===== config.mk =====
export PLATFORM = sky130hd
export DESIGN_NAME = multicycle_control_unit
export DESIGN_NICKNAME = d
export VERILOG_FILES = /design/src/rtl/mips_ctrl_pkg.sv /design/src/rtl/multicycle_control_unit.sv
export SDC_FILE = /design/constraint.sdc
export NUM_CORES = 1
export LEC_CHECK = 0
export CAP_MARGIN = 15
export CORE_MARGIN = 8
export CORE_UTILIZATION = 50
export CTS_CLUSTER_DIAMETER = 50
export DETAILED_ROUTE_END_ITERATION = 10
export DONT_BUFFER_PORTS = 1
export GPL_TIMING_DRIVEN = 0
export SYNTH_ARGS = -nofsm -noshare
export SYNTH_HDL_FRONTEND = slang
export SYNTH_SLANG_ARGS = --single-unit

===== constraint.sdc =====
create_clock -name clk -period 4.5 [get_ports clk]
set_clock_uncertainty 0.05 [all_clocks]
set_input_delay 0.9 -clock clk [delete_from_list [all_inputs] [get_ports clk]]
set_output_delay 0.9 -clock clk [all_outputs]
set_load 0.005 [all_outputs]

===== src/rtl/mips_ctrl_pkg.sv =====
//------------------------------------------------------------------------------
// Module   : mips_ctrl_pkg
// Brief    : Shared opcodes, datapath select encodings, FSM states and the
//            per-state control decode for the multicycle MIPS control unit.
// Revision : 1.0 - initial release
//------------------------------------------------------------------------------
`default_nettype none

package mips_ctrl_pkg;

  // Opcodes (IR[31:26])
  localparam logic [5:0] ALU_R      = 6'h00;
  localparam logic [5:0] ADDI       = 6'h08;
  localparam logic [5:0] BRANCH_EQ  = 6'h04;
  localparam logic [5:0] BRANCH_NE  = 6'h05;
  localparam logic [5:0] JUMP       = 6'h02;
  localparam logic [5:0] LOAD_WORD  = 6'h23;
  localparam logic [5:0] STORE_WORD = 6'h2B;

  localparam logic [1:0] ALUOP_ADD    = 2'd0;
  localparam logic [1:0] ALUOP_SUB    = 2'd1;
  localparam logic [1:0] ALUOP_R_TYPE = 2'd2;

  localparam logic [1:0] SRC_B_REG     = 2'd0;
  localparam logic [1:0] SRC_B_FOUR    = 2'd1;
  localparam logic [1:0] SRC_B_IMM     = 2'd2;
  localparam logic [1:0] SRC_B_IMM_SH2 = 2'd3;

  localparam logic [1:0] PC_SRC_ALU    = 2'd0;
  localparam logic [1:0] PC_SRC_ALUOUT = 2'd1;
  localparam logic [1:0] PC_SRC_JUMP   = 2'd2;

  typedef enum logic [3:0] {
    S_RESET    = 4'd0,
    S_FETCH    = 4'd1,
    S_DECODE   = 4'd2,
    S_MEM_ADDR = 4'd3,
    S_MEM_RD   = 4'd4,
    S_MEM_WB   = 4'd5,
    S_MEM_WR   = 4'd6,
    S_EXEC     = 4'd7,
    S_R_WB     = 4'd8,
    S_ADDI_EX  = 4'd9,
    S_ADDI_WB  = 4'd10,
    S_BRANCH   = 4'd11,
    S_JUMP     = 4'd12,
    S_FAULT    = 4'd13
  } state_t;

  typedef struct packed {
    logic       pc_write;
    logic       pc_write_cond;
    logic       iord;
    logic       mem_read;
    logic       mem_write;
    logic       mem_2_reg;
    logic       reg_dst;
    logic       reg_write;
    logic       alu_src_a;
    logic [1:0] alu_src_b;
    logic [1:0] alu_op;
    logic [1:0] pc_source;
  } ctrl_t;

  // Moore control word for a state; FETCH's mem_ready-qualified strobes are added in the top.
  function automatic ctrl_t state_ctrl(input state_t s);
    ctrl_t c;
    c = '0;
    case (s)
      S_FETCH: begin
        c.mem_read  = 1'b1;
        c.alu_src_b = SRC_B_FOUR;
        c.alu_op    = ALUOP_ADD;
        c.pc_source = PC_SRC_ALU;
      end
      S_DECODE:   c.alu_src_b = SRC_B_IMM_SH2;
      S_MEM_ADDR: begin
        c.alu_src_a = 1'b1;
        c.alu_src_b = SRC_B_IMM;
      end
      S_MEM_RD: begin
        c.mem_read = 1'b1;
        c.iord     = 1'b1;
      end
      S_MEM_WB: begin
        c.reg_write = 1'b1;
        c.mem_2_reg = 1'b1;
      end
      S_MEM_WR: begin
        c.mem_write = 1'b1;
        c.iord      = 1'b1;
      end
      S_EXEC: begin
        c.alu_src_a = 1'b1;
        c.alu_src_b = SRC_B_REG;
        c.alu_op    = ALUOP_R_TYPE;
      end
      S_R_WB: begin
        c.reg_write = 1'b1;
        c.reg_dst   = 1'b1;
      end
      S_ADDI_EX: begin
        c.alu_src_a = 1'b1;
        c.alu_src_b = SRC_B_IMM;
      end
      S_ADDI_WB:  c.reg_write = 1'b1;
      S_BRANCH: begin
        c.alu_src_a     = 1'b1;
        c.alu_src_b     = SRC_B_REG;
        c.alu_op        = ALUOP_SUB;
        c.pc_write_cond = 1'b1;
        c.pc_source     = PC_SRC_ALUOUT;
      end
      S_JUMP: begin
        c.pc_write  = 1'b1;
        c.pc_source = PC_SRC_JUMP;
      end
      default: c = '0;
    endcase
    return c;
  endfunction

endpackage

`default_nettype wire


===== src/rtl/multicycle_control_unit.sv =====
//------------------------------------------------------------------------------
// Module   : multicycle_control_unit
// Brief    : Moore FSM sequencing the multicycle MIPS datapath, with memory
//            ready timeout, illegal-opcode and fault flags.
//            Optional feature macro: CTRL_BNE_EN (adds BNE, opcode 0x05).
// Revision : 1.0 - initial release
//------------------------------------------------------------------------------
`default_nettype none

module multicycle_control_unit
  import mips_ctrl_pkg::*;
#(
  parameter int MEM_TIMEOUT = 16
) (
  input  logic       clk,
  input  logic       arst,
  input  logic [5:0] opcode,
  input  logic       mem_ready,
  output logic       pc_write,
  output logic       pc_write_cond,
  output logic       branch_ne,
  output logic       iord,
  output logic       mem_read,
  output logic       mem_write,
  output logic       ir_write,
  output logic       mem_2_reg,
  output logic       reg_dst,
  output logic       reg_write,
  output logic       alu_src_a,
  output logic [1:0] alu_src_b,
  output logic [1:0] alu_op,
  output logic [1:0] pc_source,
  output logic       illegal_op,
  output logic       fault
);

  localparam int               TMO_W      = $clog2(MEM_TIMEOUT + 1);
  localparam logic [TMO_W-1:0] C_TMO_LAST = TMO_W'(MEM_TIMEOUT - 1);
  localparam logic [TMO_W-1:0] C_TMO_MAX  = TMO_W'(MEM_TIMEOUT);

  state_t           r_state;
  state_t           w_next;
  state_t           w_decode_next;
  ctrl_t            r_ctrl;
  logic [TMO_W-1:0] r_wait_cnt;
  logic             r_is_store;
  logic             r_illegal_op;
  logic             r_fault;
  logic             r_branch_ne;
  logic             w_waiting;
  logic             w_timeout;
  logic             w_op_illegal;
  logic             w_op_bne;
  logic             w_fetch_done;

  always_comb begin
    w_decode_next = S_FETCH;
    w_op_illegal  = 1'b0;
    w_op_bne      = 1'b0;
    case (opcode)
      ALU_R:                 w_decode_next = S_EXEC;
      ADDI:                  w_decode_next = S_ADDI_EX;
      LOAD_WORD, STORE_WORD: w_decode_next = S_MEM_ADDR;
      BRANCH_EQ:             w_decode_next = S_BRANCH;
      JUMP:                  w_decode_next = S_JUMP;
`ifdef CTRL_BNE_EN
      BRANCH_NE: begin
        w_decode_next = S_BRANCH;
        w_op_bne      = 1'b1;
      end
`else
      BRANCH_NE:             w_op_illegal = 1'b1;
`endif
      default:               w_op_illegal = 1'b1;
    endcase

    w_waiting = (r_state == S_FETCH) || (r_state == S_MEM_RD) || (r_state == S_MEM_WR);
    // Ready in the cycle the count would reach the limit still advances normally.
    w_timeout = w_waiting && !mem_ready && (r_wait_cnt >= C_TMO_LAST);

    w_next = r_state;
    case (r_state)
      S_RESET:    w_next = S_FETCH;
      S_FETCH:    if (mem_ready) w_next = S_DECODE;
      S_DECODE:   w_next = w_decode_next;
      S_MEM_ADDR: w_next = r_is_store ? S_MEM_WR : S_MEM_RD;
      S_MEM_RD:   if (mem_ready) w_next = S_MEM_WB;
      S_MEM_WB:   w_next = S_FETCH;
      S_MEM_WR:   if (mem_ready) w_next = S_FETCH;
      S_EXEC:     w_next = S_R_WB;
      S_R_WB:     w_next = S_FETCH;
      S_ADDI_EX:  w_next = S_ADDI_WB;
      S_ADDI_WB:  w_next = S_FETCH;
      S_BRANCH:   w_next = S_FETCH;
      S_JUMP:     w_next = S_FETCH;
      S_FAULT:    w_next = S_FAULT;
      default:    w_next = S_FAULT;
    endcase
    if (w_timeout) w_next = S_FAULT;
  end

  always_ff @(posedge clk or posedge arst) begin
    if (arst) begin
      r_state      <= S_RESET;
      r_is_store   <= 1'b0;
      r_illegal_op <= 1'b0;
      r_fault      <= 1'b0;
    end else begin
      r_state <= w_next;
      if (r_state == S_DECODE) begin
        r_is_store <= (opcode == STORE_WORD);
        if (w_op_illegal) r_illegal_op <= 1'b1;
      end
      if (w_next == S_FAULT) r_fault <= 1'b1;
    end
  end

  // Saturating wait counter; held in FAULT, cleared whenever a wait ends.
  always_ff @(posedge clk or posedge arst) begin
    if (arst) begin
      r_wait_cnt <= '0;
    end else if (w_waiting && !mem_ready) begin
      if (r_wait_cnt != C_TMO_MAX) r_wait_cnt <= r_wait_cnt + TMO_W'(1);
    end else if (r_state != S_FAULT) begin
      r_wait_cnt <= '0;
    end
  end

  // Outputs registered from the next state so they change cleanly with the state.
  always_ff @(posedge clk or posedge arst) begin
    if (arst) begin
      r_ctrl      <= '0;
      r_branch_ne <= 1'b0;
    end else begin
      r_ctrl      <= state_ctrl(w_next);
      r_branch_ne <= (r_state == S_DECODE) && (w_next == S_BRANCH) && w_op_bne;
    end
  end

  assign w_fetch_done  = (r_state == S_FETCH) && mem_ready;

  assign pc_write      = r_ctrl.pc_write | w_fetch_done;
  assign ir_write      = w_fetch_done;
  assign pc_write_cond = r_ctrl.pc_write_cond;
  assign branch_ne     = r_branch_ne;
  assign iord          = r_ctrl.iord;
  assign mem_read      = r_ctrl.mem_read;
  assign mem_write     = r_ctrl.mem_write;
  assign mem_2_reg     = r_ctrl.mem_2_reg;
  assign reg_dst       = r_ctrl.reg_dst;
  assign reg_write     = r_ctrl.reg_write;
  assign alu_src_a     = r_ctrl.alu_src_a;
  assign alu_src_b     = r_ctrl.alu_src_b;
  assign alu_op        = r_ctrl.alu_op;
  assign pc_source     = r_ctrl.pc_source;
  assign illegal_op    = r_illegal_op;
  assign fault         = r_fault;

endmodule

`default_nettype wire

==> summary.md, run 1 <==
| Metric | Value |
|---|---|
| Status | `finished clean` |
| Share of post-route cells with drive strength above 1 | `roughly 17%` |
| DRC | `0` |
| Top_reg_cell synth | `dfrtp_1` |
| Slew Viols, Final | `0` |
| Routed vias/inst | `5.84` |
| Netlist cell types | `53` |
| Startpoint type of the worst setup path | `flip-flop` |
| Crit Path Max Fanout | `10` |
| Routability Congestion | `~0.79` |
| Vias in the first global route | `1064` |
| CP startpoint | `r_state[3]` |
| Area growth syn-to-layout | `4.50%` |
| GRT Util Overall | `12.0%` |
| Total CTS buffers | `3` |
| Final Critical Period | `2.69 ns` |
| Yosys Warn Count | `0` |
| Post-CTS setup buffer count | `0` |
| Most flops, register | `r_wait_cnt` |
| Max Fclk | `371 MHz` |
| Gr ovfl total | `0` |
| Largest net degree at the start of global routing | `26` |
| R2R Path End | `alu_src_b[1]` |
| CP Class | `reg -> out` |
| Syn_nets | `161` |
| Maximum capacitance violations | `0` |
| Pre-Repair DR Iteration Count | `7` |
| Row cnt | `19` |
| Final #Nets | `166` |
| Drt total wl | `2900 microns` |
| Setup TNS | `0 ns` |
| Multi-input logic area | `approximately 720 sq um` |
| Die area | `4870 sq um` |
| Initial Util | `a little over half` |
| N_diodes | `0` |
| CP endpoint kind | `primary output` |
| CP endpoint | `pc_write` |
| CORE AREA | `2760 sq um` |
| Hold_buf cts | `0` |
| Most frequent cell after synthesis | `dfrtp_1` |
| CP Data Arrival Time | `approximately 1.7 ns` |
| Initial antenna violation count | `0` |
| Clock sinks | `25` |
| Seq/Total Area, Yosys | `43.3%` |
| Final instance area | `1510 sq um` |
| Setup violators final | `0` |
| Biggest regs | `r_wait_cnt: 5 flops, r_state: 4 flops` |
| RR Startpoint | `r_wait_cnt[0]` |
| Total number of vias | `1075` |
| VDD IR max | `0.268 mV` |
| Worst-margin pin slew | `0.928 ns` |
| Clk buf depth | `2` |
| Routed Antenna Nets | `0` |
| Routed len/inst | `~16 microns` |
| Max-slew headroom | `a little under two fifths` |
| Post-synth top cells | `25 x dfrtp_1, 16 x nor2_1, 12 x nand2_1, 8 x nand2b_1, 7 x buf_4` |
| H-tree levels | `1` |
| Die width | `69.8 microns` |
| CTS tree | `yes` |
| Power per cell area | `479 nW/um^2` |
| Number of flops mapped to enable cells by yosys | `0` |
| Share of the synthesized area in the top cell type | `43.3%` |
| Mean Syn Cell Area | `9.71 sq um` |
| Final WS setup | `roughly 1.8 ns` |
| Reg2reg path depth | `9` |
| Post-DP Area | `approximately 1500 sq um` |
| I/O pin cnt | `28` |
| Final worst-path cycle share | `about 60%` |
| DP Worst Slack | `approximately 2.0 ns` |
| Synth top area cells | `dfrtp_1 43%, nor2_1 4.2%, buf_4 3.6%, nand2b_1 3.5%, nand2_1 3.1%` |
| Die Y-Extent | `69.8 microns` |
| Hold Path Class | `reg -> reg` |
| Asr flop ratio synth | `100%` |
| IO buf count | `0` |
| Worst path required time | `3.55 ns` |
| Syn Std Cell Area | `around 1400 sq um` |
| Clk_lat worst skew | `0.31 ns` |
| Max reg flops | `5` |
| Post-CTS Resized | `0` |
| Clk slew on worst S/H paths | `0.13 ns` |
| Fillers | `~260` |
| P_leak | `about 0.00064 uW` |
| RSZ-0062 raised after global routing | `no` |
| Post-DP HPWL | `approximately 2200 microns` |
| Root Buffer | `clkbuf_4` |
| Hold Fails Final Rpt | `0` |
| Cell taking the most area after synthesis | `dfrtp_1` |
| FF/Latch Area | `626 sq um` |
| Syn Inst Count | `between 100 and 150` |
| Global-route wire length before repair | `4900 microns` |
| R2R Setup Slk | `2.28 ns` |
| Register bit total from synthesis | `25` |
| Initial DRC count | `59` |
| Worst hold start | `illegal_op` |
[critical path, stage by stage, from the launching register on]
cell	delay (ns)
dfrtp_1	0.46
clkbuf_1	0.38
nor2b_1	0.10
and2_1	0.20
or2_2	0.29
[area by class of cell]
type | count | share of cell area [%]
multi-input combinational | 106 | 47.9
sequential | 25 | 41.4
buffer | 11 | 4.64
tap | 31 | 2.57
clock buffer | 4 | 1.74
inverter | 7 | 1.74
[how the worst min path moves through the flow]
stage,end,depth (start not counted)
detailed placement,illegal_op,1
floorplan,r_is_store,2
CTS,illegal_op,1
finish,illegal_op,1
global placement,r_is_store,2
global route,illegal_op,1
[stage by stage]
stage	util, %	total power (uW)	hold WS [ns]	std cells
6_report	54.8	724	0.460	184
5_1_grt	54.8	783	0.479	184
4_1_cts	54.8	730	0.469	184
3_5_place_dp	53.9	629	0.439	180
3_3_place_gp	53.9	626	0.430	180
2_1_floorplan	-	565	0.393	149
[power by group]
part / switching (uW) / internal (uW)
sequential: 43.7 / 276
combinational: 173 / 132
clock: 64.7 / 34.7
total: 281 / 442
[cells in the final DEF (no fill, tap or decap), types with 4 or more instances in the layout]
cell       n
nor2_1    16
nor2b_1    5
nand2_1   12
nand2b_1   8
o21ai_0    4
nor3_1     4
inv_1      6
buf_4      7
dfrtp_1   25
[cell families (layout without fill, tap and decap cells)]
family,count (synthesis),in the layout,share of synthesized area (%)
adders and majority gates,3,3,2.60
and+or+nand+nor,68,68,27.2
xor gates and xnor gates,4,4,2.42
other,1,1,0.259
AOI/OAI and AO/OA,29,29,16.8
DFF,25,25,43.3
buffers and inverters,18,22,6.66
muxes,1,1,0.778
[per-layer routing]
layer  track usage (%)  part of all wire (%)  vias to the layer above  wire, microns
met5                 0                     0                        -              0
met4              4.02                   1.4                        0             41
met2              20.6                    48                       20           1400
met1              13.5                    45                      521           1290
met3              4.01                   5.4                        5            157
li1                  -                     -                      529              -
No activity file was read; power rests on OpenSTA's default activity.
==> run 2: changes to the inputs <==
Settings changed: PLACE_DENSITY set to 0.68.
Clock period 4.5 ns to 2.2 ns, I/O delays scaled along.
==> summary.md, run 2 (same netlist as run 1, synthesis figures left out) <==
| Metric | Value |
|---|---|
| P_leak | `0.000653 uW (+2.0%)` |
| Post-CTS setup buffer count | `0 (unchanged)` |
| Max reg flops | `5 (unchanged)` |
| Crit Path Max Fanout | `10 (unchanged)` |
| R2R Setup Slk | `0.15 ns (-2.13 ns)` |
| Status | `finished clean` |
| Startpoint type of the worst setup path | `flip-flop` |
| Most common cell after layout, fill and taps aside | `dfrtp_1` |
| Slew Viols, Final | `0 (unchanged)` |
| Most flops, register | `r_wait_cnt` |
| Gr ovfl total | `0 (unchanged)` |
| Worst path top cell family by delay | `simple AND/OR/NAND/NOR gates` |
| Power Total | `1520 uW (+110%)` |
| Fillers | `244 (-5.1%)` |
| Row cnt | `19 (unchanged)` |
| CP Data Arrival Time | `1.60 ns (-0.14 ns)` |
| Routed vias/inst | `6.01 (+2.8%)` |
| Setup TNS | `0 ns (unchanged)` |
| Hold Path Class | `in -> async` |
| Die Y-Extent | `69.8 microns (unchanged)` |
| Reg2reg path depth | `9 (unchanged)` |
| Routed Antenna Nets | `0 (unchanged)` |
| Total number of vias | `1105 (+2.8%)` |
| Power per cell area | `990 nW/um^2 (+110%)` |
| Initial DRC count | `56 (-5.1%)` |
| Area growth syn-to-layout | `6.23%` |
| H-tree levels | `1 (unchanged)` |
| Pre-Repair DR Iteration Count | `4 (-3)` |
| Critical path depth | `4 (unchanged)` |
| Largest net degree at the start of global routing | `26 (unchanged)` |
| Final std cells w/o fill | `184 (unchanged)` |
| RSZ-0062 raised after global routing | `no` |
| Max-slew headroom | `38.8% (+0.71 points)` |
| WP buf/inv | `1 (unchanged)` |
| Final Critical Period | `2.09 ns` |
| Clk slew on worst S/H paths | `0.13 ns (about the same)` |
| Biggest regs | `r_wait_cnt: 5 flops, r_state: 4 flops` |
| Maximum capacitance violations | `0 (unchanged)` |
| Clk buf depth | `2 (unchanged)` |
| Final #Nets | `166 (unchanged)` |
| Clock sinks | `25 (unchanged)` |
| N_diodes | `0 (unchanged)` |
| Global-route wire length before repair | `4820 microns (-1.6%)` |
| Total CTS buffers | `3 (unchanged)` |
| DRC | `0 (unchanged)` |
| CP endpoint kind | `primary output` |
| GRT Util Overall | `11.5% (-0.46 points)` |
| Routed len/inst | `15.7 microns (about the same)` |
| Clk_lat worst skew | `0.31 ns (about the same)` |
| Hold Fails Final Rpt | `0 (unchanged)` |
| Drt total wl | `2890 microns (about the same)` |
| Die width | `69.8 microns (unchanged)` |
| Max Fclk | `477 MHz` |
| Finished Core Util | `55.7% (+0.91 points)` |
| Share of post-route cells with drive strength above 1 | `21.6% (+4.6 points)` |
| Post-DP HPWL | `2130 microns (-3.3%)` |
| Final worst-path cycle share | `95.2%` |
| CP peak stage delay | `0.47 ns (about the same)` |
| Hold slack | `0.145 ns (-0.315 ns)` |
| Die area | `4870 sq um (unchanged)` |
| Placed insts | `180 (unchanged)` |
| I/O pin cnt | `28 (unchanged)` |
| Routability Congestion | `0.854 (+8.1%)` |
| Setup violators final | `0 (unchanged)` |
| CP cell instances | `clkbuf_2 -> nor3b_1 -> and2_4 -> or2_2` |
| Slowest-stage cell, CP | `dfrtp_2` |
| Worst-margin pin slew | `0.918 ns (-0.0107 ns)` |
| IO buf count | `0 (unchanged)` |
| Initial antenna violation count | `0 (unchanged)` |
| CTS tree | `yes` |
| Initial Util | `52.5% (unchanged)` |
| Root Buffer | `clkbuf_4` |
| Worst path required time | `1.71 ns (-1.84 ns)` |
| CP Class | `reg -> out` |
| CORE AREA | `2760 sq um (unchanged)` |
| Most frequent cells in the layout | `23 x dfrtp_1, 15 x nor2_1, 12 x nand2_1` |
| VDD IR max | `0.594 mV (+120%)` |
| Vias in the first global route | `1071 (+0.66%)` |
run 2: cell types whose count changed in the layout (fill, tap and decap cells not counted), moves of 2 or more:
cell	delta
clkbuf_1	-2
clkbuf_2	+2
dfrtp_1	-2
dfrtp_2	+2
run 2: path summary, 6_finish.rpt:
check,start,to
setup / recovery,r_state[0],pc_write
hold / removal,arst,r_ctrl[14]
setup reg to reg,r_wait_cnt[0],alu_src_b[1]
hold reg to reg,r_is_store,r_is_store
max in group asynchronous,arst,r_state[2]
min in group clk,opcode[4],r_is_store
run 2: timing repair:
item	4_1_cts	5_1_grt
hold buffers	0	0
endpoints found under the setup margin	1	8
gates resized for setup	2	6
run 2: stage by stage:
stage / setup slack, ns / cell area, sq um
floorplan: 0.290 / 1450
global placement: 0.0714 / 1490
detailed placement: 0.0562 / 1490
CTS: 0.0229 / 1510
global route: 0.0143 / 1540
finish: 0.105 / 1540
run 2: area by class of cell:
class	count	area [sq um]	area share, %
Multi-Input combinational cell	106	744	48.5
Sequential cell	25	628	40.9
Buffer	11	72.6	4.72
Tap cell	31	38.8	2.52
Clock buffer	4	26.3	1.71
Inverter	7	26.3	1.71
run 2: worst reg2reg max path, stage by stage, from the launching register on:
cell and delay (ns):
dfrtp_1 0.46, ha_1 0.23, and3_1 0.18, ha_1 0.17, nor2_1 0.12, a221oi_2 0.11
a211oi_4 0.32, inv_2 0.13, nand3b_1 0.12, a21oi_2 0.06
run 2: where the power goes:
group / internal, uW / total [uW] / switching, uW
sequential: 567 / 656 / 89.2
combinational: 292 / 659 / 367
clock: 70.9 / 206 / 135
total: 929 / 1520 / 592
run 2: routing by layer:
layer  vias up  wire length [microns]  global-route usage [%]
li1        526                      -                       -
met1       549                   1320                    14.1
met5         -                      0                       0
met3         4                    196                    4.58
met4         0                     25                    2.90
met2        26                   1350                    18.4
==> run 3: changes to the inputs <==
Settings changed: CELL_PAD_IN_SITES_DETAIL_PLACEMENT set to 1, CELL_PAD_IN_SITES_GLOBAL_PLACEMENT set to 2, CORE_UTILIZATION 50 to 34, PLACE_DENSITY 0.68 to unset, PLACE_DENSITY_LB_ADDON set to 0.1.
==> summary.md, run 3 (same netlist as run 1, synthesis figures left out) <==
| Metric | Value |
|---|---|
| Status | `finished clean` |
| Share of post-route cells with drive strength above 1 | `21.8% (+0.23 points)` |
| Worst path required time | `1.71 ns (about the same)` |
| Routability Congestion | `0.832 (-2.6%)` |
| Final #Nets | `169 (+1.8%)` |
| Post-DP HPWL | `2600 microns (+22%)` |
| Gr ovfl total | `0 (unchanged)` |
| Routed Antenna Nets | `0 (unchanged)` |
| CORE AREA | `4060 sq um (+47%)` |
| Routed vias/inst | `5.43 (-9.6%)` |
| CP endpoint kind | `primary output` |
| Hold Fails Final Rpt | `0 (unchanged)` |
| Vias in the first global route | `1078 (+0.65%)` |
| Total CTS buffers | `3 (unchanged)` |
| Crit Path Max Fanout | `10 (unchanged)` |
| Setup violators final | `0 (unchanged)` |
| Initial DRC count | `29 (-48%)` |
| Initial Util | `35.6% (-17 points)` |
| Clk_lat worst skew | `0.26 ns (-0.05 ns)` |
| Maximum capacitance violations | `0 (unchanged)` |
| R2R Path End | `mem_write` |
| Worst hold start | `opcode[4]` |
| Most flops, register | `r_wait_cnt` |
| Power Total | `1620 uW (+6.5%)` |
| I/O pin cnt | `28 (unchanged)` |
| Max reg flops | `5 (unchanged)` |
| DRC | `0 (unchanged)` |
| Biggest regs | `r_wait_cnt: 5 flops, r_state: 4 flops` |
| CP Class | `reg -> out` |
| Final Critical Period | `2.10 ns (+0.00483 ns)` |
| IO buf count | `0 (unchanged)` |
| Max-slew headroom | `35.6% (-3.2 points)` |
| Total number of vias | `1118 (+1.2%)` |
| R2R Setup Slk | `0.12 ns (-0.03 ns)` |
| Hold Path Class | `in -> reg` |
| Row cnt | `23 (+4)` |
| Final worst-path cycle share | `95.4% (+0.22 points)` |
| Clk slew on worst S/H paths | `0.08 ns (-0.05 ns)` |
| Clk buf depth | `2 (unchanged)` |
| Setup TNS | `0 ns (unchanged)` |
| Most frequent cells in the layout | `25 x dfrtp_1, 15 x nor2_1, 12 x nand2_1` |
| N_diodes | `0 (unchanged)` |
| Hold slack | `0.220 ns (+0.0746 ns)` |
| CP startpoint | `r_state[2]` |
| Drt total wl | `3480 microns (+20%)` |
| CP endpoint | `pc_write` |
| CP Data Arrival Time | `1.61 ns (about the same)` |
| Reg2reg path depth | `9 (unchanged)` |
| Max Fclk | `476 MHz (-0.23%)` |
| CTS tree | `yes` |
| Area growth syn-to-layout | `10.7%` |
| RSZ-0062 raised after global routing | `yes` |
| Hold_buf cts | `0 (unchanged)` |
| RR Startpoint | `r_wait_cnt[0]` |
| Pre-Repair DR Iteration Count | `4 (unchanged)` |
| Startpoint type of the worst setup path | `flip-flop` |
| P_leak | `0.000676 uW (+3.6%)` |
| GRT Util Overall | `11.1% (-0.42 points)` |
| Final std cells w/o fill | `206 (+12%)` |
| CP peak stage delay | `0.52 ns (+0.05 ns)` |
| Die Y-Extent | `81.2 microns (+16%)` |
| H-tree levels | `1 (unchanged)` |
| Die width | `81.2 microns (+16%)` |
| Routed len/inst | `16.9 microns (+7.3%)` |
| Slew Viols, Final | `0 (unchanged)` |
| Root Buffer | `clkbuf_8` |
| Clock sinks | `25 (unchanged)` |
| Slowest-stage cell, CP | `dfrtp_1` |
| Power per cell area | `1010 nW/um^2 (+2.1%)` |
| VDD IR max | `0.318 mV (-46%)` |
| Initial antenna violation count | `0 (unchanged)` |
| CP cell instances | `buf_2 -> nor3b_2 -> and2_1 -> or2_2` |
| Most common cell after layout, fill and taps aside | `dfrtp_1` |
| Placed insts | `199 (+11%)` |
| Worst-margin pin slew | `0.965 ns (+0.0472 ns)` |
| Global-route wire length before repair | `5690 microns (+18%)` |
| Die area | `6600 sq um (+35%)` |
| Largest net degree at the start of global routing | `26 (unchanged)` |
-- run 3: layout make-up --
type                    count  area, sq um
multi-input cells         106          747
fillers                   467         2460
plain buffers              11         72.6
inverters                   7         26.3
repair buffers              3         22.5
flip-flops and latches     25          626
well taps                  50         62.6
clock buffers               4         45.0
-- run 3: metal layers --
layer,vias up,global-route usage [%],wire length [microns]
li1,526,-,-
met1,560,15.4,1620
met2,30,16.8,1600
met3,2,2.65,232
met4,0,3.21,22
met5,-,0,0
-- run 3: how the worst min path moves through the flow --
stage / endpoint / slack [ns] / depth (start not counted)
2_1_floorplan: r_is_store / 0.39 / 2
3_3_place_gp: illegal_op / 0.43 / 1
3_5_place_dp: r_is_store / 0.42 / 2
4_1_cts: r_is_store / 0.21 / 1
5_1_grt: r_is_store / 0.20 / 1
6_report: r_is_store / 0.22 / 1
-- run 3: critical path: cells and delay by family, from the launching register on --
kind	cells	cell delay, ns
AND/OR/NAND/NOR	3	0.55
flip-flops	1	0.52
buffers and inverters	1	0.28
-- run 3: stage by stage --
stage / util (%) / setup slack (ns) / area [sq um]
6_report: 39.5 / 0.100 / 1600
3_5_place_dp: 37.2 / -0.0347 / 1510
4_1_cts: 38.6 / 0.0468 / 1570
2_1_floorplan: - / 0.290 / 1450
3_3_place_gp: 37.2 / 0.0131 / 1510
5_1_grt: 39.5 / -0.0117 / 1600
-- run 3: report_power, final --
part / switching [uW] / internal, uW
sequential: 97.4 / 565
combinational: 390 / 299
clock: 139 / 129
total: 627 / 993
-- run 3: repair_timing --
item | 4_1_cts | 5_1_grt
resized for setup | 4 | 2
setup endpoints to repair | 7 | 10
setup buffers | 0 | 3
pin swaps | 0 | 2
